### src/rtl/apb_initiator.sv
// APB initiator: turns one command/response handshake into a single APB transfer,
// with a bounded wait-state budget that aborts a hung completer.
module apb_initiator #(
  parameter int TIMEOUT = 16,
  parameter int AW      = 12
) (
  input  logic          sys_clk,
  input  logic          sys_rst_n,
  input  logic          cmd_valid,
  output logic          cmd_ready,
  input  logic          cmd_write,
  input  logic [AW-1:0] cmd_addr,
  input  logic [31:0]   cmd_wdata,
  input  logic [3:0]    cmd_strb,
  output logic          rsp_valid,
  input  logic          rsp_ready,
  output logic [31:0]   rsp_rdata,
  output logic          rsp_err,
  output logic          rsp_timeout,
  output logic          m_psel,
  output logic          m_penable,
  output logic          m_pwrite,
  output logic [AW-1:0] m_paddr,
  output logic [31:0]   m_pwdata,
  output logic [3:0]    m_pstrb,
  input  logic [31:0]   m_prdata,
  input  logic          m_pready,
  input  logic          m_pslverr
);

  localparam int CW = (TIMEOUT > 0) ? $clog2(TIMEOUT + 1) : 1;

  localparam logic [1:0] S_IDLE   = 2'd0;
  localparam logic [1:0] S_SETUP  = 2'd1;
  localparam logic [1:0] S_ACCESS = 2'd2;
  localparam logic [1:0] S_RESP   = 2'd3;

  localparam logic [CW-1:0] WAIT_MAX = '1;
  localparam logic [CW:0]   WAIT_LIM = (CW + 1)'(TIMEOUT);

  logic [1:0]    state_q, state_d;
  logic          cmd_ready_q, cmd_ready_d;
  logic          psel_q, psel_d;
  logic          penable_q, penable_d;
  logic          pwrite_q, pwrite_d;
  logic [AW-1:0] paddr_q, paddr_d;
  logic [31:0]   pwdata_q, pwdata_d;
  logic [3:0]    pstrb_q, pstrb_d;
  logic          rsp_valid_q, rsp_valid_d;
  logic [31:0]   rdata_q, rdata_d;
  logic          err_q, err_d;
  logic          tmo_q, tmo_d;
  logic [CW-1:0] wait_q, wait_d;
  logic          timeout_hit;

  // The cycle that would bring the wait count up to TIMEOUT is the last one allowed.
  assign timeout_hit = (TIMEOUT > 0) &&
                       (({1'b0, wait_q} + (CW + 1)'(1)) >= WAIT_LIM);

  // NOTE: every _d gets its _q value first, so no path through the case can infer a latch.
  always_comb begin
    state_d     = state_q;
    cmd_ready_d = cmd_ready_q;
    psel_d      = psel_q;
    penable_d   = penable_q;
    pwrite_d    = pwrite_q;
    paddr_d     = paddr_q;
    pwdata_d    = pwdata_q;
    pstrb_d     = pstrb_q;
    rsp_valid_d = rsp_valid_q;
    rdata_d     = rdata_q;
    err_d       = err_q;
    tmo_d       = tmo_q;
    wait_d      = wait_q;

    case (state_q)
      S_IDLE: begin
        if (cmd_valid && cmd_ready_q) begin
          state_d     = S_SETUP;
          cmd_ready_d = 1'b0;
          psel_d      = 1'b1;
          penable_d   = 1'b0;
          pwrite_d    = cmd_write;
          paddr_d     = cmd_addr;
          pwdata_d    = cmd_write ? cmd_wdata : 32'h0;
          pstrb_d     = cmd_write ? cmd_strb  : 4'h0;
        end else begin
          cmd_ready_d = 1'b1;
        end
      end
      S_SETUP: begin
        state_d   = S_ACCESS;
        penable_d = 1'b1;
        wait_d    = '0;
      end
      S_ACCESS: begin
        // A completion in the same cycle as the timeout takes priority over the abort.
        if (m_pready) begin
          state_d     = S_RESP;
          psel_d      = 1'b0;
          penable_d   = 1'b0;
          rsp_valid_d = 1'b1;
          rdata_d     = pwrite_q ? 32'h0 : m_prdata;
          err_d       = m_pslverr;
          tmo_d       = 1'b0;
        end else begin
          if (wait_q != WAIT_MAX) wait_d = wait_q + CW'(1);
          if (timeout_hit) begin
            state_d     = S_RESP;
            psel_d      = 1'b0;
            penable_d   = 1'b0;
            rsp_valid_d = 1'b1;
            rdata_d     = 32'h0;
            err_d       = 1'b1;
            tmo_d       = 1'b1;
          end
        end
      end
      S_RESP: begin
        if (rsp_ready) begin
          state_d     = S_IDLE;
          rsp_valid_d = 1'b0;
          cmd_ready_d = 1'b1;
        end
      end
      default: state_d = S_IDLE;
    endcase
  end

  // NOTE: state uses non-blocking assignments so every register samples pre-edge values.
  always_ff @(posedge sys_clk or negedge sys_rst_n) begin
    if (!sys_rst_n) begin
      state_q     <= S_IDLE;
      cmd_ready_q <= 1'b0;
      psel_q      <= 1'b0;
      penable_q   <= 1'b0;
      pwrite_q    <= 1'b0;
      paddr_q     <= '0;
      pwdata_q    <= 32'h0;
      pstrb_q     <= 4'h0;
      rsp_valid_q <= 1'b0;
      rdata_q     <= 32'h0;
      err_q       <= 1'b0;
      tmo_q       <= 1'b0;
      wait_q      <= '0;
    end else begin
      state_q     <= state_d;
      cmd_ready_q <= cmd_ready_d;
      psel_q      <= psel_d;
      penable_q   <= penable_d;
      pwrite_q    <= pwrite_d;
      paddr_q     <= paddr_d;
      pwdata_q    <= pwdata_d;
      pstrb_q     <= pstrb_d;
      rsp_valid_q <= rsp_valid_d;
      rdata_q     <= rdata_d;
      err_q       <= err_d;
      tmo_q       <= tmo_d;
      wait_q      <= wait_d;
    end
  end

  assign cmd_ready   = cmd_ready_q;
  assign rsp_valid   = rsp_valid_q;
  assign rsp_rdata   = rdata_q;
  assign rsp_err     = err_q;
  assign rsp_timeout = tmo_q;
  assign m_psel      = psel_q;
  assign m_penable   = penable_q;
  assign m_pwrite    = pwrite_q;
  assign m_paddr     = paddr_q;
  assign m_pwdata    = pwdata_q;
  assign m_pstrb     = pstrb_q;

endmodule

### config.mk
export PLATFORM = sky130hd
export DESIGN_NAME = apb_initiator
export DESIGN_NICKNAME = d
export VERILOG_FILES = /design/src/rtl/apb_initiator.sv
export SDC_FILE = /design/constraint.sdc
export NUM_CORES = 1
export LEC_CHECK = 0
export BUFFER_PORTS_ARGS = -buffer_cell sky130_fd_sc_hd__buf_2
export CORE_UTILIZATION = 50
export CTS_CLUSTER_DIAMETER = 80
export DETAILED_ROUTE_END_ITERATION = 10
export MAX_ROUTING_LAYER = met4
export PLACE_DENSITY = 0.84
export SLEW_MARGIN = 30
export SYNTH_ARGS = -nofsm -noshare
export SYNTH_HDL_FRONTEND = slang
export SYNTH_SLANG_ARGS = --single-unit
### constraint.sdc
create_clock -name sys_clk -period 3.7 [get_ports sys_clk]
set_clock_uncertainty 0.05 [all_clocks]
set_input_delay 0.37 -clock sys_clk [delete_from_list [all_inputs] [get_ports sys_clk]]
set_output_delay 0.37 -clock sys_clk [all_outputs]
set_load 0.02 [all_outputs]
[Word level (Yosys, flattened, before mapping)]
Index checks and enable logic that the tools add are counted.
Word-level totals
  register bits: 94
  output and inout port bits: 87
Cells by class
  add/subtract/negate cells: 2
  magnitude comparators: 1
  eq/ne operators: 9
  mux-type cells: 28
  reduce and logical (&&, ||, !) cells: 16
Operator list (number)
  $mux 32: 4
  $reduce_and 3->1: 5
  $mux 1: 11
  $mux 5: 2
  $pmux 5 s2: 1
  $reduce_bool 2->1: 5
  $mux 2: 4
  $ne 2x2->1 const B: 4
  $pmux 2 s4: 1
  $add 5x1->6 const B: 1
  $ge 6x5->1 const B: 1
  $pmux 1 s2: 3
  $reduce_and 2->1: 3
  $add 5x1->5 const B: 1
  $ne 5x5->1 const B: 1
  $eq 2x2->1 const B: 2
  $mux 4: 1
  $ne 3x3->1 const B: 1
  $pmux 1 s3: 1
  $reduce_bool 3->1: 1
  $eq 2x1->1 const B: 1
  $logic_not 2->1: 1
  $logic_and 1x1->1: 1

[Depth between registers and ports, before layout]
  word-level depth: 5
  depth in mapped cells: 8
  mapped depth without buffers: 7

[Worst setup path after synthesis]
Ideal clock, no wire load.
  path kind: register to register
  start point: register wait_q[0]
  end point: register state_q[1]
  library setup time: 0.127 ns
  data arrival time: 1.801 ns
  setup slack: 1.722 ns
  stages on the path, launching flop included: 8
  path buffers: 0
  clock period less this slack: 1.978 ns
  path through: dfrtp_1 ha_1 and3_2 ha_1 nor2_2 o211ai_2 nand2_1 mux2_1
Between the ends
  cells in the longest elaborated chain, start to end: 4
Ends and longest elaborated chain
  from (decl): line 53  | logic [CW-1:0] wait_q, wait_d;
  from (signal assigned): line 159  | wait_q <= wait_d;
  $add 5x1->6: line 58  | (({1'b0, wait_q} + (CW + 1)'(1)) >= WAIT_LIM);
  $ge 6x5->1: line 58
  $ne 3x3->1 (no line)
  $reduce_and 3->1 (no line)
  to (signal assigned): line 147  | state_q <= state_d;
  to (decl): line 41  | logic [1:0] state_q, state_d;
No other way between the ends.
A chain may end at the register's enable or synchronous reset.

[Final worst setup path]
  start point: register state_q[1]
  end point: register paddr_q[2], in the netlist m_paddr[2]
Between the ends
  cells in the longest elaborated chain, start to end: 2
Ends and longest elaborated chain
  $logic_not 2->1: line 76  | case (state_q)
  $reduce_and 2->1 (no line)
  to (signal assigned): line 152  | paddr_q <= paddr_d;
  to (decl): line 46  | logic [AW-1:0] paddr_q, paddr_d;
No other way between the ends.

==> results by group <==
Cells and area
  • Most frequent cells in the layout: 172 x buf_2, 94 x dfrtp_1, 80 x nand2_1, 33 x a22o_1, 25 x o21ai_0
  • Share of cells above drive strength 1: 0.3988
  • Most common cell after layout, fill and taps aside: buf_2
  • Final net count: 593
  • Ant. Diodes: 0
  • Area grow syn2layout: 28.81%

Placement
  • IO Port Bufs: 173
  • Worst slack at placement: 1.542 ns
  • Final Wtd Congestion: 0.8066
  • Hpwl dp: 6307 um

GRT
  • Total GRT Usage: 0.2214
  • Vias in the first global route: 2934
  • Gr ovfl total: 0
  • First-pass GRT wire length: 12940 um
  • Initial antenna violation count: 0
  • Largest net degree at the start of global routing: 72

Synthesis
  • Syn. warnings: 0
  • Synthesized Nets: 427
  • Commonest register cell after synthesis: dfrtp_1
  • Async SR Flop Fraction: 1.000
  • Flops & latches, synth: 94
  • Netlist cell types: 34
  • Post-synthesis sequential area ratio: 0.6148
  • Post-synth EDFFs: 0
  • Synthesized area: 3826 um2
  • Syn Area/Cell: 11.49 um2
  • Post-Syn Instances: 333

Die
  • Ports: 174
  • CORE AREA: 7331 um2
  • Width of the die: 89.48 um
  • Die height: 89.48 um
  • Rows: 31
  • Die area: 8006 um2
  • Starting density of the core: 0.5219

Power
  • Pwr dens: 823.7 nW/um2
  • Maximum vdd drop: 440.4 uV
  • Leak: 2.703 nW
  • Total Power: 0.004060 W

Route
  • Via-per-instance ratio: 5.090
  • DRC violations left: 0
  • TritonRoute pass-1 iters: 4
  • ANT nets after route: 0
  • Vias: 3069
  • Initial DRC Count: 112
  • Routed WL: 8694 um
  • Routed len/inst: 14.42 um

STA
  • Setup ws final: 1.513 ns
  • Worst-Margin Slew: 0.8271 ns
  • Final hold vios: 0
  • Final Slew Violations: 0
  • Fmax: 0.4573 GHz
  • Tmin final: 2.187 ns
  • Relative slew slack: 0.4486
  • Final setup viols: 0
  • Final Cycle Share: 0.5910
  • Final TNS setup: 0 ns
  • RSZ-0062 raised after global routing: no

Setup path
  • Crit start category: flop
  • Crit-path max cell delay: 0.59 ns
  • Worst-path fanout max: 71
  • Crit-path slowest cell: buf_4
  • Critical path type: flop to flop
  • Worst path cell trace: inv_1, ha_1, nand3_2, buf_4, mux2_1
  • WP data required: 3.89 ns
  • Arr. time, crit path: 2.37 ns
  • Crit end category: flop

Clocking
  • # clock sinks: 94
  • Post-CTS Setup Bufs: 0
  • CTS clk-pin slew, worst paths: 0.09 ns
  • H-Tree Depth: 3
  • Root buf cell: clkbuf_8
  • Post-CTS Hold Fix Bufs: 0
  • CTS buffer count: 9
  • CTS resizes: 0
  • CTS tree: done
  • Clock tree buffer depth: 2
  • Worst-skew pair later-pin latency: 0.36 ns

Min path
  • Worst min path class: input port to async pin

Flow run
  • Max Cap Viol: 0

Run status
  • Outcome: finished clean
==> logic make-up (layout without fill, tap and decap cells) <==
logic type / after synthesis / after routing / share of synthesized area
buf+inv: 25 / 196 / 0.03564
fa+ha+maj: 7 / 7 / 0.02289
simple gates: 98 / 98 / 0.1092
compound gates: 87 / 87 / 0.1557
mux: 19 / 19 / 0.05494
xor+xnor: 3 / 3 / 0.006868
flops: 94 / 94 / 0.6148
==> cells in the mapped netlist, types with 4 or more instances <==
cell,instances,share of area
ha_1,7,0.023
o21ai_0,25,0.033
clkbuf_1,8,0.0078
nand2_1,80,0.078
buf_2,7,0.0092
mux2_1,15,0.044
a22o_1,33,0.076
dfrtp_1,94,0.61
o21ai_1,16,0.021
a21oi_1,5,0.0065
inv_1,4,0.0039
nor2_1,5,0.0049
==> worst paths after layout <==
kind / end / slack (ns) / from / cells after the start
setup / recovery: m_paddr[2] / 1.51 / state_q[1] / 5
setup reg to reg: m_paddr[2] / 1.51 / state_q[1] / 5
max in group asynchronous: m_pstrb[0] / 2.68 / sys_rst_n / 2
hold reg to reg: m_pwdata[24] / 0.43 / m_pwdata[24] / 2
min in group sys_clk: m_paddr[0] / 0.17 / cmd_addr[0] / 2
hold / removal: rsp_timeout / 0.06 / sys_rst_n / 1
==> area by class of cell <==
| class | instances | area, um2 |
|---|---|---|
| Clock inverter | 7 | 80.08 |
| Inverter | 4 | 15.01 |
| Multi-Input combinational cell | 214 | 1343 |
| Sequential cell | 94 | 2352 |
| Fill cell | 574 | 2402 |
| Clock buffer | 9 | 123.9 |
| Timing Repair Buffer | 176 | 890.9 |
| Tap cell | 99 | 123.9 |
==> worst max-delay path, delay by kind of cell (launching register included) <==
family	cells	cell delay, ns
mux	1	0.38
simple gates	1	0.28
flops	1	0.42
buf+inv	2	0.69
fa+ha+maj	1	0.22
==> where the power goes <==
part           switching, W  leakage [nW]  internal (W)
combinational       0.00106          1.39      0.000635
sequential         0.000233          1.21       0.00143
clock              0.000375         0.102      0.000322
total               0.00167          2.70       0.00239
==> flip-flops by register name, summed over array words and instances, names as in the netlist <==
register,flops
m_paddr,12
m_psel,1
state_q,2
rsp_err,1
m_penable,1
rsp_rdata,32
m_pwrite,1
cmd_ready,1
wait_q,5
m_pstrb,4
rsp_valid,1
m_pwdata,32
rsp_timeout,1
==> through the flow <==
stage	instance area, um2	util	instances	hold WS [ns]
after floorplan	3826	-	333	0.02441
after global placement	4725	0.6445	587	0.4079
after detailed placement	4725	0.6445	587	0.4153
after CTS	4928	0.6723	603	0.07814
after global routing	4928	0.6723	603	0.1246
final	4928	0.6723	603	0.06118
==> routing by layer <==
layer | GRT usage | up-vias | part of all wire
li1 | - | 1476 | -
met4 | 0.1082 | 0 | 0.022
met2 | 0.3858 | 110 | 0.51
met3 | 0.04340 | 15 | 0.053
met5 | - | - | 0
met1 | 0.2421 | 1468 | 0.41
(Power assumes the default switching activity.)
